<file path="src/rtl/instruction_cache_fill_pkg.sv">
// Shared instruction cache types: geometry, address layout, write enables, fill FSM states.
// Pure declarations, no logic.
// Imported by the fill handler and the cache arrays.
package instruction_cache_fill_pkg;

  localparam int CACHE_SIZE = 2**13;
  localparam int BLOCK_SIZE = 16;
  localparam int BEATS      = BLOCK_SIZE / 4;
  localparam int OFFSET     = $clog2(BEATS);
  localparam int INDEX      = $clog2(CACHE_SIZE / BLOCK_SIZE);
  // Tag covers every address bit above the index so the fields tile 32 bits exactly
  localparam int TAG_SIZE   = 32 - INDEX - OFFSET - 2;

  typedef logic [31:0] data_word_t;

  typedef struct packed {
    logic data;
    logic valid;
    logic tag;
  } instruction_enable_t;

  typedef struct packed {
    logic [TAG_SIZE-1:0] tag;
    logic [INDEX-1:0]    index;
    logic [OFFSET-1:0]   bank_select;
    logic [1:0]          byte_offset;
  } cache_address_t;

  typedef enum logic [2:0] {
    ST_INVALIDATE,
    ST_IDLE,
    ST_COMPARE,
    ST_REQUEST,
    ST_FILL,
    ST_VALIDATE
  } icache_fill_state_t;

  // First byte of the block containing addr
  function automatic cache_address_t block_base(input cache_address_t addr);
    cache_address_t b;
    b             = addr;
    b.bank_select = '0;
    b.byte_offset = '0;
    return b;
  endfunction

endpackage

</file>
<file path="src/rtl/instruction_cache_fill.sv">
// Instruction cache miss handler: clears valid bits, fetches missing blocks, writes data/tag/valid.
// Latency: miss to fill_done_o = 2 + ack wait + beat arrival + 1 cycles; invalidate takes 2**INDEX cycles.
// Backpressure: stall_o holds the fetch unit; mem_request_o is held until mem_ack_i, beats are accepted whenever mem_valid_i.
module instruction_cache_fill
  import instruction_cache_fill_pkg::*;
(
  input  logic                clk_i,
  input  logic                rst_n_i,
  input  logic                fetch_i,
  input  logic [31:0]         fetch_address_i,
  input  logic                hit_i,
  input  logic                flush_i,
  output logic                stall_o,
  output logic                fill_done_o,
  output logic                mem_request_o,
  output logic [31:0]         mem_address_o,
  input  logic                mem_ack_i,
  input  logic                mem_valid_i,
  input  data_word_t          mem_data_i,
  output logic [31:0]         write_address_o,
  output instruction_enable_t write_o,
  output data_word_t          instruction_o,
  output logic                valid_o
);

  icache_fill_state_t  state_q, state_d;
  logic [INDEX-1:0]    index_q;
  logic [OFFSET-1:0]   beat_q;
  logic                flush_pending_q;
  cache_address_t      fetch_addr_q;
  cache_address_t      base;
  cache_address_t      beat_addr;
  logic                last_index;
  logic                last_beat;
  logic                flush_any;

  // Next values of the registered outputs
  logic                fill_done_d;
  logic                mem_request_d;
  logic [31:0]         mem_address_d;
  logic [31:0]         write_address_d;
  instruction_enable_t write_d;
  data_word_t          instruction_d;
  logic                valid_d;

  assign base       = block_base(fetch_addr_q);
  assign last_index = (index_q == '1);
  assign last_beat  = (beat_q == OFFSET'(BEATS - 1));
  assign flush_any  = flush_i | flush_pending_q;

  always_comb begin
    beat_addr             = base;
    beat_addr.bank_select = beat_q;
  end

  // State register
  always_ff @(posedge clk_i or negedge rst_n_i) begin
    if (!rst_n_i) state_q <= ST_INVALIDATE;
    else          state_q <= state_d;
  end

  // Next-state decode; a hit with a flush outstanding goes straight to invalidation
  always_comb begin
    state_d = state_q;
    unique case (state_q)
      ST_INVALIDATE: if (!flush_i && last_index) state_d = ST_IDLE;
      ST_IDLE: begin
        if (fetch_i)        state_d = ST_COMPARE;
        else if (flush_any) state_d = ST_INVALIDATE;
      end
      ST_COMPARE: begin
        if (!hit_i)         state_d = ST_REQUEST;
        else if (flush_any) state_d = ST_INVALIDATE;
        else if (fetch_i)   state_d = ST_COMPARE;
        else                state_d = ST_IDLE;
      end
      ST_REQUEST:  if (mem_ack_i) state_d = ST_FILL;
      ST_FILL:     if (mem_valid_i && last_beat) state_d = ST_VALIDATE;
      ST_VALIDATE: state_d = flush_any ? ST_INVALIDATE : ST_IDLE;
      default:     state_d = ST_INVALIDATE;
    endcase
  end

  // Stall is the only combinational output: a miss must hold fetch in the same cycle
  always_comb begin
    unique case (state_q)
      ST_IDLE:    stall_o = 1'b0;
      ST_COMPARE: stall_o = !hit_i || flush_any;
      default:    stall_o = 1'b1;
    endcase
  end

  // Index and beat counters, pending flush, captured fetch address
  always_ff @(posedge clk_i or negedge rst_n_i) begin
    if (!rst_n_i) begin
      index_q         <= '0;
      beat_q          <= '0;
      flush_pending_q <= 1'b0;
      fetch_addr_q    <= '0;
    end else begin
      if (state_d == ST_INVALIDATE && (state_q != ST_INVALIDATE || flush_i))
        index_q <= '0;
      else if (state_q == ST_INVALIDATE)
        index_q <= index_q + INDEX'(1);

      if (state_q == ST_REQUEST && mem_ack_i)
        beat_q <= '0;
      else if (state_q == ST_FILL && mem_valid_i)
        beat_q <= beat_q + OFFSET'(1);

      if (state_d == ST_INVALIDATE) flush_pending_q <= 1'b0;
      else if (flush_i)             flush_pending_q <= 1'b1;

      if (state_d == ST_COMPARE) fetch_addr_q <= cache_address_t'(fetch_address_i);
    end
  end

  // Output decode; the write port reflects this cycle's action and appears on the next cycle
  always_comb begin
    fill_done_d     = 1'b0;
    mem_request_d   = (state_d == ST_REQUEST);
    mem_address_d   = (state_d == ST_REQUEST) ? 32'(base) : 32'd0;
    write_address_d = '0;
    write_d         = '0;
    instruction_d   = '0;
    valid_d         = 1'b0;
    unique case (state_q)
      ST_INVALIDATE: begin
        write_d.valid   = 1'b1;
        write_address_d = {{(32-INDEX-OFFSET-2){1'b0}}, index_q, {(OFFSET+2){1'b0}}};
      end
      ST_COMPARE: begin
        // Drop the valid bit before any beat lands so a partial block never hits
        if (!hit_i) begin
          write_d.valid   = 1'b1;
          write_address_d = 32'(base);
        end
      end
      ST_FILL: begin
        if (mem_valid_i) begin
          write_d.data    = 1'b1;
          instruction_d   = mem_data_i;
          write_address_d = 32'(beat_addr);
        end
      end
      ST_VALIDATE: begin
        write_d.tag     = 1'b1;
        write_d.valid   = 1'b1;
        valid_d         = 1'b1;
        write_address_d = 32'(base);
        fill_done_d     = 1'b1;
      end
      default: ;
    endcase
  end

  // Output registers
  always_ff @(posedge clk_i or negedge rst_n_i) begin
    if (!rst_n_i) begin
      fill_done_o     <= 1'b0;
      mem_request_o   <= 1'b0;
      mem_address_o   <= '0;
      write_address_o <= '0;
      write_o         <= '0;
      instruction_o   <= '0;
      valid_o         <= 1'b0;
    end else begin
      fill_done_o     <= fill_done_d;
      mem_request_o   <= mem_request_d;
      mem_address_o   <= mem_address_d;
      write_address_o <= write_address_d;
      write_o         <= write_d;
      instruction_o   <= instruction_d;
      valid_o         <= valid_d;
    end
  end

endmodule

</file>
<file path="config.mk">
export PLATFORM = sky130hd
export DESIGN_NAME = instruction_cache_fill
export DESIGN_NICKNAME = d
export VERILOG_FILES = /design/src/rtl/instruction_cache_fill_pkg.sv /design/src/rtl/instruction_cache_fill.sv
export SDC_FILE = /design/constraint.sdc
export NUM_CORES = 1
export LEC_CHECK = 0
export ABC_AREA = 1
export CAP_MARGIN = 20
export CORE_MARGIN = 2
export CORE_UTILIZATION = 67
export CTS_CLUSTER_SIZE = 25
export DETAILED_ROUTE_END_ITERATION = 12
export DONT_BUFFER_PORTS = 1
export PLACE_DENSITY = 0.82
export SLEW_MARGIN = 20
export SYNTH_ARGS = -nofsm -noshare
export SYNTH_HDL_FRONTEND = slang
export SYNTH_SLANG_ARGS = --single-unit
</file>
<file path="constraint.sdc">
create_clock -name clk_i -period 5.5 [get_ports clk_i]
set_clock_uncertainty 0.15 [all_clocks]
set_input_delay 1.65 -clock clk_i [delete_from_list [all_inputs] [get_ports clk_i]]
set_output_delay 1.65 -clock clk_i [all_outputs]
set_load 0.005 [all_outputs]
</file>
==> impl_metrics.tcl <==
set metrics [dict create \
    critical-path-top-delay-family "simple AND/OR/NAND/NOR gates" \
    synth.most_common_cell "dfrtp_1" \
    syn_to_final_growth_pct 11.9 \
    synth-seq-cells 137 \
    r2r_cells 11 \
    grt_pass1_vias 3378 \
    start_util_pct 69.3 \
    vias_per_cell 5.45 \
    cp-start-kind "primary input" \
    final_hold_viol_count 0 \
    yosys_warnings 0 \
    worst_r2r_endpoint "base[20]$_DFFE_PN0N_" \
    synth_largest_area_cell "dfrtp_1" \
    path_buf_inv 0 \
    antenna_found_initial 0 \
    cp_max_fo 5 \
    cts-resized-gates 0 \
    status "finished, final reports clean" \
    track_usage_pct 28.1 \
    max-cap-violations 0 \
    hold_path_depth 2 \
    period_minus_slack_ns 3.84 \
    power_density_mw_per_mm2 583 \
    power_w 0.00328 \
    grt_max_degree 138 \
    cts_setup_buffers 0 \
    synthDominantCellAreaShare_pct 68.2 \
    arrival_ns 2.04 \
    fin_crit_sh_pct 69.8 \
    synth.top_cells.by_area "dfrtp_1, nand2_1, nor2_1, o21a_1, inv_1" \
    slew_headroom_pct 33.0 \
    holdBufCountCts 0 \
    gp_congestion 0.880 \
    p_leak_nw 3.02 \
    vias 3248 \
    rrSetupSlack_ns 2.60 \
    wl_per_cell_microns 18.1 \
    portBuffers 0 \
    firstDrtPassIters 4 \
    syn_area_sq_mm 0.00503 \
    die_area_sq_mm 0.00821 \
    synth.distinct_cells 26 \
    synthTopCellsByCount "dfrtp_1, nand2_1, nor2_1" \
    syn_avg_cell_area_sq_um 10.4 \
    fp.dieW_microns 90.6 \
    min_to "mem_address_o[29]$_DFF_PN0_" \
    fin_cells 596 \
    cts_sinks 137 \
    cpPeakStageDelay_ns 0.23 \
    hold_start "base[29]$_DFFE_PN0N_" \
    tns_ns 0 \
    numCtsBuffers 17 \
    dpl.hpwl_mm 6.27 \
    die_h_microns 90.6 \
    worstMarginPinSlew_ns 1.00 \
    drt-initial-drc-count 216 \
    ctsLongestPathBuffers 2 \
    hold_ws_ns 0.354 \
    routed_wl_mm 10.8 \
    synthCells 484 \
    cts_tree "yes" \
    cp_slowest_cell "nor2_1" \
    grt_pass1_wl_mm 17.5 \
    finalSetupViolCount 0 \
    fmax_mhz 260 \
    core_area_sq_mm 0.00725 \
    num_antenna_cells 0 \
    clk_latency_ns 0.52 \
    reg2reg_from "index_q[1]$_DFFE_PN0P_" \
    rsz0062_at_grt "false" \
    final_nets 558 \
    dp_cells 564 \
    hold_path_class "reg -> reg" \
    top_level_ports 174 \
    cp_cell_sequence "nor2_1 > a31oi_1" \
    drc 0 \
    cts_max_level 4 \
    drive_gt1_share_pct 7.85 \
    overflow 0 \
    drv_slew 0 \
    synthArstFlopShare_pct 100 \
    crit_type "in -> out" \
    seq_area_frac_synth_pct 68.2 \
    clockRootBuffer "clkbuf_8" \
    synth_enable_flop_cells 0 \
    rows 31 \
    path_clk_slew_ns 0.06 \
    synth_ff_type "dfrtp_1" \
    vdd_drop_max_uv 474 \
    ant_nets 0 \
    worstPathRequired_ns 3.70 \
    crit_path_end_kind "output pin" \
]
-- registers in the layout, indices dropped and copies added, names as in the netlist --
signal and cells:
base 28, beat_q 2, flush_pending_q 1, index_q 9
instruction_o 32, mem_address_o 28, mem_request_o 1, state_q 3
valid_o 1, write_address_o 30, write_o 2
-- layer usage --
metal	GRT usage (%)	part of all wire [%]	vias to the layer above
li1	-	-	1472
met1	33.7	38	1615
met2	48.9	54	142
met3	7.68	6.3	19
met4	10.3	1.7	0
met5	0	0	-
-- where the power goes --
part	switching, W	internal, W	total, W	leakage (nW)
Combinational	0.000512	0.000235	0.000748	0.932
Sequential	0.000131	0.00125	0.00138	1.80
Clock	0.000446	0.000702	0.00115	0.289
Total	0.00109	0.00219	0.00328	3.02
-- final cells by class --
type / instances / area [sq um]
repair buffers: 2 / 15.0
clock inverters: 14 / 186
clock buffers: 18 / 418
multi-input cells: 282 / 1290
flip-flops and latches: 137 / 3430
fillers: 441 / 1630
inverters: 44 / 165
well taps: 99 / 124
-- placed cells by master, fill, tap and decap left out, types with 2 or more instances in the layout --
cell / n
dfrtp_1: 137
nand2_1: 103
nor2_1: 100
inv_1: 42
o21a_1: 28
clkbuf_16: 16
nand3_1: 11
o21ai_0: 8
conb_1: 6
a21oi_1: 5
xor2_1: 4
inv_6: 4
clkinv_4: 4
ha_1: 3
bufinv_16: 3
inv_2: 2
nor3_1: 2
o22ai_1: 2
nand2_2: 2
clkinvlp_4: 2
buf_4: 2
-- through the flow --
stage	setup WS, ns	utilization [%]	instance area, sq um
6_report	1.66	77.5	5620
5_1_grt	1.62	77.5	5620
4_1_cts	1.65	77.5	5620
3_5_place_dp	1.65	69.2	5020
3_3_place_gp	1.69	69.2	5020
2_1_floorplan	1.73	-	5040
-- worst max-delay path by stage --
stage,from,to,cells past startpoint
2_1_floorplan,flush_i,stall_o,2
3_3_place_gp,flush_i,stall_o,2
3_5_place_dp,flush_i,stall_o,2
4_1_cts,flush_i,stall_o,2
5_1_grt,flush_i,stall_o,2
6_report,flush_i,stall_o,2
-- logic make-up after synthesis --
| kind of cell | synth area share [%] |
|---|---|
| simple gates | 17.6 |
| fa+ha+maj | 0.747 |
| flops | 68.2 |
| buf+inv | 6.70 |
| other cells | 0.0746 |
| xor+xnor | 0.871 |
| compound gates | 5.85 |
Power figures use the tool's default switching activity.
